$ cat src/rtl/program_loader_pkg.sv
// Shared definitions for the PicoBlaze program loader.
// Optional feature: define LOADER_CHECKSUM_EN to require a trailing XOR checksum byte.
package program_loader_pkg;

  typedef enum logic [2:0] {
    StIdle,
    StLenHi,
    StLenLo,
    StB0,
    StB1,
    StB2,
    StCsum,
    StError
  } state_t;

  localparam logic [7:0]  SYNC_BYTE_DEFAULT = 8'h5A;
  localparam int unsigned MAX_WORDS         = 1024;
  localparam int unsigned ADDR_W            = 10;
  localparam int unsigned INSTR_W           = 18;
  // B0 carries only the top instruction bits; the rest of that byte must be zero.
  localparam int unsigned HI_W              = 2;
  localparam logic [3:0]  WE_ALL            = 4'b1111;

  function automatic logic [INSTR_W-1:0] pack_word(input logic [HI_W-1:0] hi,
                                                   input logic [7:0]      mid,
                                                   input logic [7:0]      lo);
    return {hi, mid, lo};
  endfunction

endpackage

$ cat src/rtl/program_loader_watchdog.sv
// Inter-byte timeout counter: expires when TIMEOUT_CYCLES cycles pass without a kick.
module loader_watchdog #(
  parameter int unsigned TIMEOUT_CYCLES = 50000
) (
  input  logic clk,
  input  logic reset,
  input  logic enable,
  input  logic kick,
  output logic expired
);

  localparam int unsigned      CNT_W = $clog2(TIMEOUT_CYCLES + 1);
  localparam logic [CNT_W-1:0] LAST  = CNT_W'(TIMEOUT_CYCLES - 1);

  logic [CNT_W-1:0] count_q, count_d;

  // Kick wins, so a byte arriving on the final cycle still counts as in time.
  assign expired = enable && !kick && (count_q == LAST);

  // Next count: cleared on kick or when disabled, otherwise count up to the limit.
  always_comb begin
    count_d = count_q;
    if (!enable || kick) begin
      count_d = '0;
    end else if (!expired) begin
      count_d = count_q + 1'b1;
    end
  end

  // Counter register.
  always_ff @(posedge clk or posedge reset) begin
    if (reset) begin
      count_q <= '0;
    end else begin
      count_q <= count_d;
    end
  end

endmodule

$ cat src/rtl/program_loader.sv
// Byte-stream program loader for the 1K x 18 PicoBlaze program BRAM.
// Packs 3 received bytes per instruction, writes them to BRAM and holds the CPU in reset.
// Define LOADER_CHECKSUM_EN to require a trailing XOR checksum byte after the payload.
module program_loader
  import program_loader_pkg::*;
#(
  parameter int unsigned TIMEOUT_CYCLES = 50000,
  parameter logic [7:0]  SYNC_BYTE      = SYNC_BYTE_DEFAULT
) (
  input  logic               clk,
  input  logic               reset,
  input  logic [7:0]         rx_data,
  input  logic               rx_valid,
  input  logic [ADDR_W-1:0]  cpu_address,
  output logic [ADDR_W-1:0]  mem_address,
  output logic [INSTR_W-1:0] mem_data,
  output logic [3:0]         mem_we,
  output logic               cpu_reset,
  output logic               load_done,
  output logic               load_error
);

  state_t              state_q, state_d;
  logic [ADDR_W-1:0]   index_q, index_d;
  logic [ADDR_W:0]     n_q, n_d;
  logic [7:0]          len_hi_q, len_hi_d;
  logic [HI_W-1:0]     b0_q, b0_d;
  logic [7:0]          b1_q, b1_d;
  logic [INSTR_W-1:0]  data_q, data_d;
  logic                wr_pend_q, wr_pend_d;
  logic                fin_pend_q, fin_pend_d;
  logic                cpu_reset_q, cpu_reset_d;
  logic                load_done_q, load_done_d;
  logic                load_error_q, load_error_d;
`ifdef LOADER_CHECKSUM_EN
  logic [7:0]          csum_q, csum_d;
`endif

  logic [ADDR_W:0] n_rx;
  logic            last_word;
  logic            wd_expired;

  assign n_rx      = {len_hi_q[2:0], rx_data};
  assign last_word = ({1'b0, index_q} == (n_q - 1'b1));

  loader_watchdog #(
    .TIMEOUT_CYCLES(TIMEOUT_CYCLES)
  ) u_watchdog (
    .clk    (clk),
    .reset  (reset),
    .enable (state_q != StIdle && state_q != StError),
    .kick   (rx_valid),
    .expired(wd_expired)
  );

  // Next-state: one byte per rx_valid, write/finish bookkeeping, watchdog abort.
  always_comb begin
    state_d      = state_q;
    index_d      = index_q;
    n_d          = n_q;
    len_hi_d     = len_hi_q;
    b0_d         = b0_q;
    b1_d         = b1_q;
    data_d       = data_q;
    wr_pend_d    = 1'b0;
    fin_pend_d   = 1'b0;
    cpu_reset_d  = cpu_reset_q;
    load_done_d  = 1'b0;
    load_error_d = load_error_q;
`ifdef LOADER_CHECKSUM_EN
    csum_d       = csum_q;
`endif

    // Index advances once the write cycle is on the bus.
    if (wr_pend_q) index_d = index_q + 1'b1;
    // Release the CPU only after the final write has been issued.
    if (fin_pend_q) begin
      load_done_d = 1'b1;
      cpu_reset_d = 1'b0;
    end

    if (rx_valid) begin
`ifdef LOADER_CHECKSUM_EN
      if (state_q inside {StLenHi, StLenLo, StB0, StB1, StB2}) csum_d = csum_q ^ rx_data;
`endif
      unique case (state_q)
        StIdle, StError: begin
          if (rx_data == SYNC_BYTE) begin
            state_d      = StLenHi;
            index_d      = '0;
            cpu_reset_d  = 1'b1;
            load_error_d = 1'b0;
`ifdef LOADER_CHECKSUM_EN
            csum_d       = '0;
`endif
          end
        end
        StLenHi: begin
          len_hi_d = rx_data;
          state_d  = StLenLo;
        end
        StLenLo: begin
          if (len_hi_q[7:3] != '0 || n_rx == '0 || n_rx > (ADDR_W + 1)'(MAX_WORDS)) begin
            state_d      = StError;
            load_error_d = 1'b1;
          end else begin
            n_d     = n_rx;
            state_d = StB0;
          end
        end
        StB0: begin
          if (rx_data[7:HI_W] != '0) begin
            state_d      = StError;
            load_error_d = 1'b1;
          end else begin
            b0_d    = rx_data[HI_W-1:0];
            state_d = StB1;
          end
        end
        StB1: begin
          b1_d    = rx_data;
          state_d = StB2;
        end
        StB2: begin
          data_d    = pack_word(b0_q, b1_q, rx_data);
          wr_pend_d = 1'b1;
          if (last_word) begin
`ifdef LOADER_CHECKSUM_EN
            state_d    = StCsum;
`else
            state_d    = StIdle;
            fin_pend_d = 1'b1;
`endif
          end else begin
            state_d = StB0;
          end
        end
        StCsum: begin
`ifdef LOADER_CHECKSUM_EN
          if (rx_data == csum_q) begin
            state_d     = StIdle;
            load_done_d = 1'b1;
            cpu_reset_d = 1'b0;
          end else begin
            state_d      = StError;
            load_error_d = 1'b1;
          end
`else
          state_d = StIdle;
`endif
        end
        default: state_d = StIdle;
      endcase
    end else if (wd_expired) begin
      state_d      = StError;
      load_error_d = 1'b1;
    end
  end

  // State and datapath registers.
  always_ff @(posedge clk or posedge reset) begin
    if (reset) begin
      state_q      <= StIdle;
      index_q      <= '0;
      n_q          <= '0;
      len_hi_q     <= '0;
      b0_q         <= '0;
      b1_q         <= '0;
      data_q       <= '0;
      wr_pend_q    <= 1'b0;
      fin_pend_q   <= 1'b0;
      cpu_reset_q  <= 1'b0;
      load_done_q  <= 1'b0;
      load_error_q <= 1'b0;
`ifdef LOADER_CHECKSUM_EN
      csum_q       <= '0;
`endif
    end else begin
      state_q      <= state_d;
      index_q      <= index_d;
      n_q          <= n_d;
      len_hi_q     <= len_hi_d;
      b0_q         <= b0_d;
      b1_q         <= b1_d;
      data_q       <= data_d;
      wr_pend_q    <= wr_pend_d;
      fin_pend_q   <= fin_pend_d;
      cpu_reset_q  <= cpu_reset_d;
      load_done_q  <= load_done_d;
      load_error_q <= load_error_d;
`ifdef LOADER_CHECKSUM_EN
      csum_q       <= csum_d;
`endif
    end
  end

  // CPU fetch address passes through only when no load or write is in flight.
  assign mem_address = (state_q == StIdle && !wr_pend_q) ? cpu_address : index_q;
  assign mem_data    = data_q;
  assign mem_we      = wr_pend_q ? WE_ALL : 4'b0000;
  assign cpu_reset   = cpu_reset_q;
  assign load_done   = load_done_q;
  assign load_error  = load_error_q;

endmodule

$ cat config.mk
export PLATFORM = sky130hd
export DESIGN_NAME = program_loader
export DESIGN_NICKNAME = d
export VERILOG_FILES = /design/src/rtl/program_loader_pkg.sv /design/src/rtl/program_loader_watchdog.sv /design/src/rtl/program_loader.sv
export SDC_FILE = /design/constraint.sdc
export NUM_CORES = 1
export LEC_CHECK = 0
export ABC_CLOCK_PERIOD_IN_PS = 2500
export CAP_MARGIN = 20
export CORE_ASPECT_RATIO = 0.7
export CORE_MARGIN = 1.5
export CORE_UTILIZATION = 25
export CTS_CLUSTER_SIZE = 25
export DETAILED_ROUTE_END_ITERATION = 8
export PLACE_DENSITY = 0.44
export SLEW_MARGIN = 0
export SYNTH_ARGS = -nofsm -noshare
export SYNTH_HDL_FRONTEND = slang
export SYNTH_SLANG_ARGS = --single-unit
$ cat constraint.sdc
create_clock -name clk -period 2.5 [get_ports clk]
set_input_delay 0.5 -clock clk [delete_from_list [all_inputs] [get_ports clk]]
set_output_delay 0.5 -clock clk [all_outputs]
set_load 0.01 [all_outputs]
==> results of run 1 <==
## what timing repair did
| item | in CTS | in global routing |
|---|---|---|
| setup buffers | 0 | 0 |
| endpoints found under the setup margin | 10 | 12 |
| cloned | 0 | 0 |
| resized for setup | 10 | 2 |
## worst max-delay path, cell delays in order
cell and delay, ns:
sky130_fd_sc_hd__clkdlybuf4s50_1 0.42, sky130_fd_sc_hd__or4_1 0.55, sky130_fd_sc_hd__nor3_2 0.18, sky130_fd_sc_hd__xor2_1 0.10, sky130_fd_sc_hd__nor3_2 0.22, sky130_fd_sc_hd__nand4b_2 0.11, sky130_fd_sc_hd__buf_4 0.20, sky130_fd_sc_hd__mux2_1 0.32
## metrics by stage
| stage | power, mW | worst slack (ns) |
|---|---|---|
| after floorplan | 3.551 | 0.2708 |
| after global placement | 4.454 | -0.3003 |
| after detailed placement | 4.485 | -0.3396 |
| after CTS | 5.702 | 0.02043 |
| after global routing | 6.072 | 0.02146 |
| final | 5.638 | 0.1069 |
## path summary, 6_finish.rpt
path                               end   startpoint  slack (ns)  cells past startpoint
max                             n_q[7]   rx_data[1]        0.11                      8
min                          load_done   fin_pend_q        0.38                      0
max reg2reg                     n_q[7]  len_hi_q[0]        0.27                      7
min reg2reg                  load_done   fin_pend_q        0.38                      0
max in group asynchronous   index_q[0]        reset        1.33                      3
min in group asynchronous  mem_data[9]        reset        0.61                      2
## flip-flops by register name, indices dropped and copies added (netlist names), 2 cells and up
name / flops
b0_q: 2
b1_q: 8
index_q: 10
len_hi_q: 8
mem_data: 18
n_q: 11
state_q: 3
u_watchdog.count_q: 16
## Yosys cell counts, drive strengths merged (3+ instances only)
library cell,count
mux2i,3
dfrtp,81
nor4,5
buf,7
nor3,7
nand4,13
nand3,7
a21o,3
inv,7
nand2,67
ha,3
xor2,22
o21ai,6
xnor2,15
nor3b,6
and3,7
clkbuf,13
nor2,31
mux2,39
a21oi,8
nand2b,3
or3,3
nor2b,3
## power by group
part           switching [mW]  internal, mW
registers               0.402          1.74
logic                    1.07          1.19
clock network           0.558         0.681
## routing by layer
| metal | track usage (%) | vias to the layer above | wire length, um |
|---|---|---|---|
| met5 | 0 | - | 0 |
| met1 | 18.17 | 1520 | 5166 |
| met3 | 3.745 | 6 | 558 |
| li1 | - | 1486 | - |
| met2 | 19.22 | 78 | 4277 |
| met4 | 3.265 | 0 | 89 |
## layout make-up
| cell class | instances | area, um2 | area share [%] |
|---|---|---|---|
| Timing Repair Buffer | 84 | 780.7 | 14.78 |
| Tap cell | 200 | 250.2 | 4.738 |
| Clock buffer | 9 | 225.2 | 4.264 |
| Sequential cell | 81 | 2027 | 38.38 |
| Inverter | 8 | 33.78 | 0.6397 |
| Clock inverter | 7 | 53.80 | 1.019 |
| Multi-Input combinational cell | 278 | 1911 | 36.18 |
## cells by family after synthesis
family | count (synthesis) | share of synthesized area, %
and+or+nand+nor | 164 | 20.82
muxes | 42 | 11.57
buffers and inverters | 28 | 3.177
xor gates and xnor gates | 38 | 8.544
adders and majority gates | 3 | 0.9255
AOI/OAI and AO/OA | 31 | 4.997
DFF | 81 | 49.97
==> out/metrics.csv, run 1 <==
stage,metric,value,unit
drt,drcViolationCount,0,
clock_tree,tritoncts,built,
clock_tree,number_of_hold_repair_buffers_added_at_the_cts_stage,0,
global_route,antenna_violations_before_repair,0,
synthesis,postSynth.asyncResetShare,100.0,%
critical_path,start_kind,input port,
drt,postRouteAntennaNets,0,
power_and_ir_drop,power-per-cell-area,1068,mW/mm2
placed_design,dp_hpwl,7.377,mm
critical_path,worst-endpoint-arrival,2.61,ns
critical_path,worstSetupPathType,in -> reg,
clock_tree,tritoncts.num_buffers,9,
hold_path,min_path_type,reg -> reg,
sta,timing.hold.ws,0.3778,ns
synthesis,syn-mean-instance-area,10.48,um2
layout,num_antenna_cells,0,
synthesis,yosysSeqAreaShare,49.97,%
die,dieArea,0.01701,mm2
sta,finalCriticalPeriod,2.393,ns
global_route,first_global_vias,3084,
die,floorplan.die.height,109.6,um
clock_tree,clk_latency,0.34,ns
layout,layout-drive-gt1-share,19.06,%
sta,setup_viol,0,
power_and_ir_drop,cellLeakagePower,2.289,nW
layout,postLayoutCoreUtil,33.66,%
placed_design,port_buffers,55,
die,rows,38,
sta,tightest_slew,0.6635,ns
layout,layout_common_cells,"sky130_fd_sc_hd__dfrtp_1 (81), sky130_fd_sc_hd__nand2_1 (67), sky130_fd_sc_hd__clkdlybuf4s50_1 (45), sky130_fd_sc_hd__nor2_1 (31), sky130_fd_sc_hd__mux2_2 (30)",
sta,worst_clock_skew,0.007608,ns
placed_design,detailed_place.area,0.005005,mm2
sta,final-max-slew-violation-count,0,
placed_design,gp_routability_congestion,0.7685,
synthesis,top_cell_type_s_share_of_synthesized_area,49.97,%
synthesis,synth_top_cells_by_area,"sky130_fd_sc_hd__dfrtp_1 (50%), sky130_fd_sc_hd__mux2_2 (8.3%), sky130_fd_sc_hd__nand2_1 (6.2%)",
global_route,grt.total_usage,12.85,%
global_route,pin_count_of_the_biggest_net_entering_global_routing,29,
critical_path,crit_required,2.71,ns
layout,final_cell_area,0.005281,mm2
die,die_width,155.2,um
drt,vias,3090,
synthesis,nets_in_the_synthesized_netlist,411,
layout,layout-area-overhead-vs-synth,30.20,%
drt,drt-total-wl,10.09,mm
synthesis,synth-warning-count,0,
global_route,grt_first_pass_wirelength,16.55,mm
synthesis,synth_largest_area_cell,sky130_fd_sc_hd__dfrtp_1,
die,core_area,0.01569,mm2
layout,fillCellCount,1603,
clock_tree,clk_path_buf_depth,2,
clock_tree,cts.reportedPaths.clkPinSlew,0.06,ns
placed_design,dp.cells,651,
synthesis,netlist_area,0.004056,mm2
layout,most_common_library_cell_in_the_layout_ignoring_fill_and_taps,sky130_fd_sc_hd__dfrtp_1,
clock_tree,cts.sink_count,81,
drt,detailedRoute.firstPassIterationCount,5,
die,initial_core_util,25.85,%
sta,min_period_over_period,95.72,%
sta,finalHoldViolations,0,
die,ios,56,
synthesis,synthCells,387,
synthesis,synth.lib_cells_used.distinct,52,
synthesis,ys_seq_elements,81,
clock_tree,clock_tree.root_cell,sky130_fd_sc_hd__clkbuf_16,
sta,maxClockFrequency,417.9,MHz
drt,drt_iter0_markers,149,
critical_path,cp_max_fo,12,
sta,rel_slew_slack,55.67,%
critical_path,cp-end-kind,register,
sta,setup_tns,0,ns
sta,grt_setup_unrepaired,false,
power_and_ir_drop,vdd_ir_drop_max,0.0003640,V
drt,routedWlPerCell,15.13,um
run_status,status,"complete, no violations",
layout,finish.cell_count_without_fillers,667,
run,drv.max_cap_violation_count,0,
clock_tree,htreeDepth,3,
global_route,globalRoute.totalOverflow,0,
layout,layout_nets,486,
synthesis,most_used_dff_post_synth,sky130_fd_sc_hd__dfrtp_1,
drt,via_per_inst,4.633,
synthesis,edff_count_synth,0,
Power figures use the tool's default switching activity.
==> run 2, diff against run 1 <==
--- a/config.mk
+++ b/config.mk
@@ -13,7 +13,7 @@
 export CTS_CLUSTER_SIZE = 25
 export DETAILED_ROUTE_END_ITERATION = 8
 export PLACE_DENSITY = 0.44
-export SLEW_MARGIN = 0
+export SLEW_MARGIN = 20
 export SYNTH_ARGS = -nofsm -noshare
 export SYNTH_HDL_FRONTEND = slang
 export SYNTH_SLANG_ARGS = --single-unit
==> results of run 2 <==
Same layout as run 1: the final DEF is identical, and so are final timing and power.
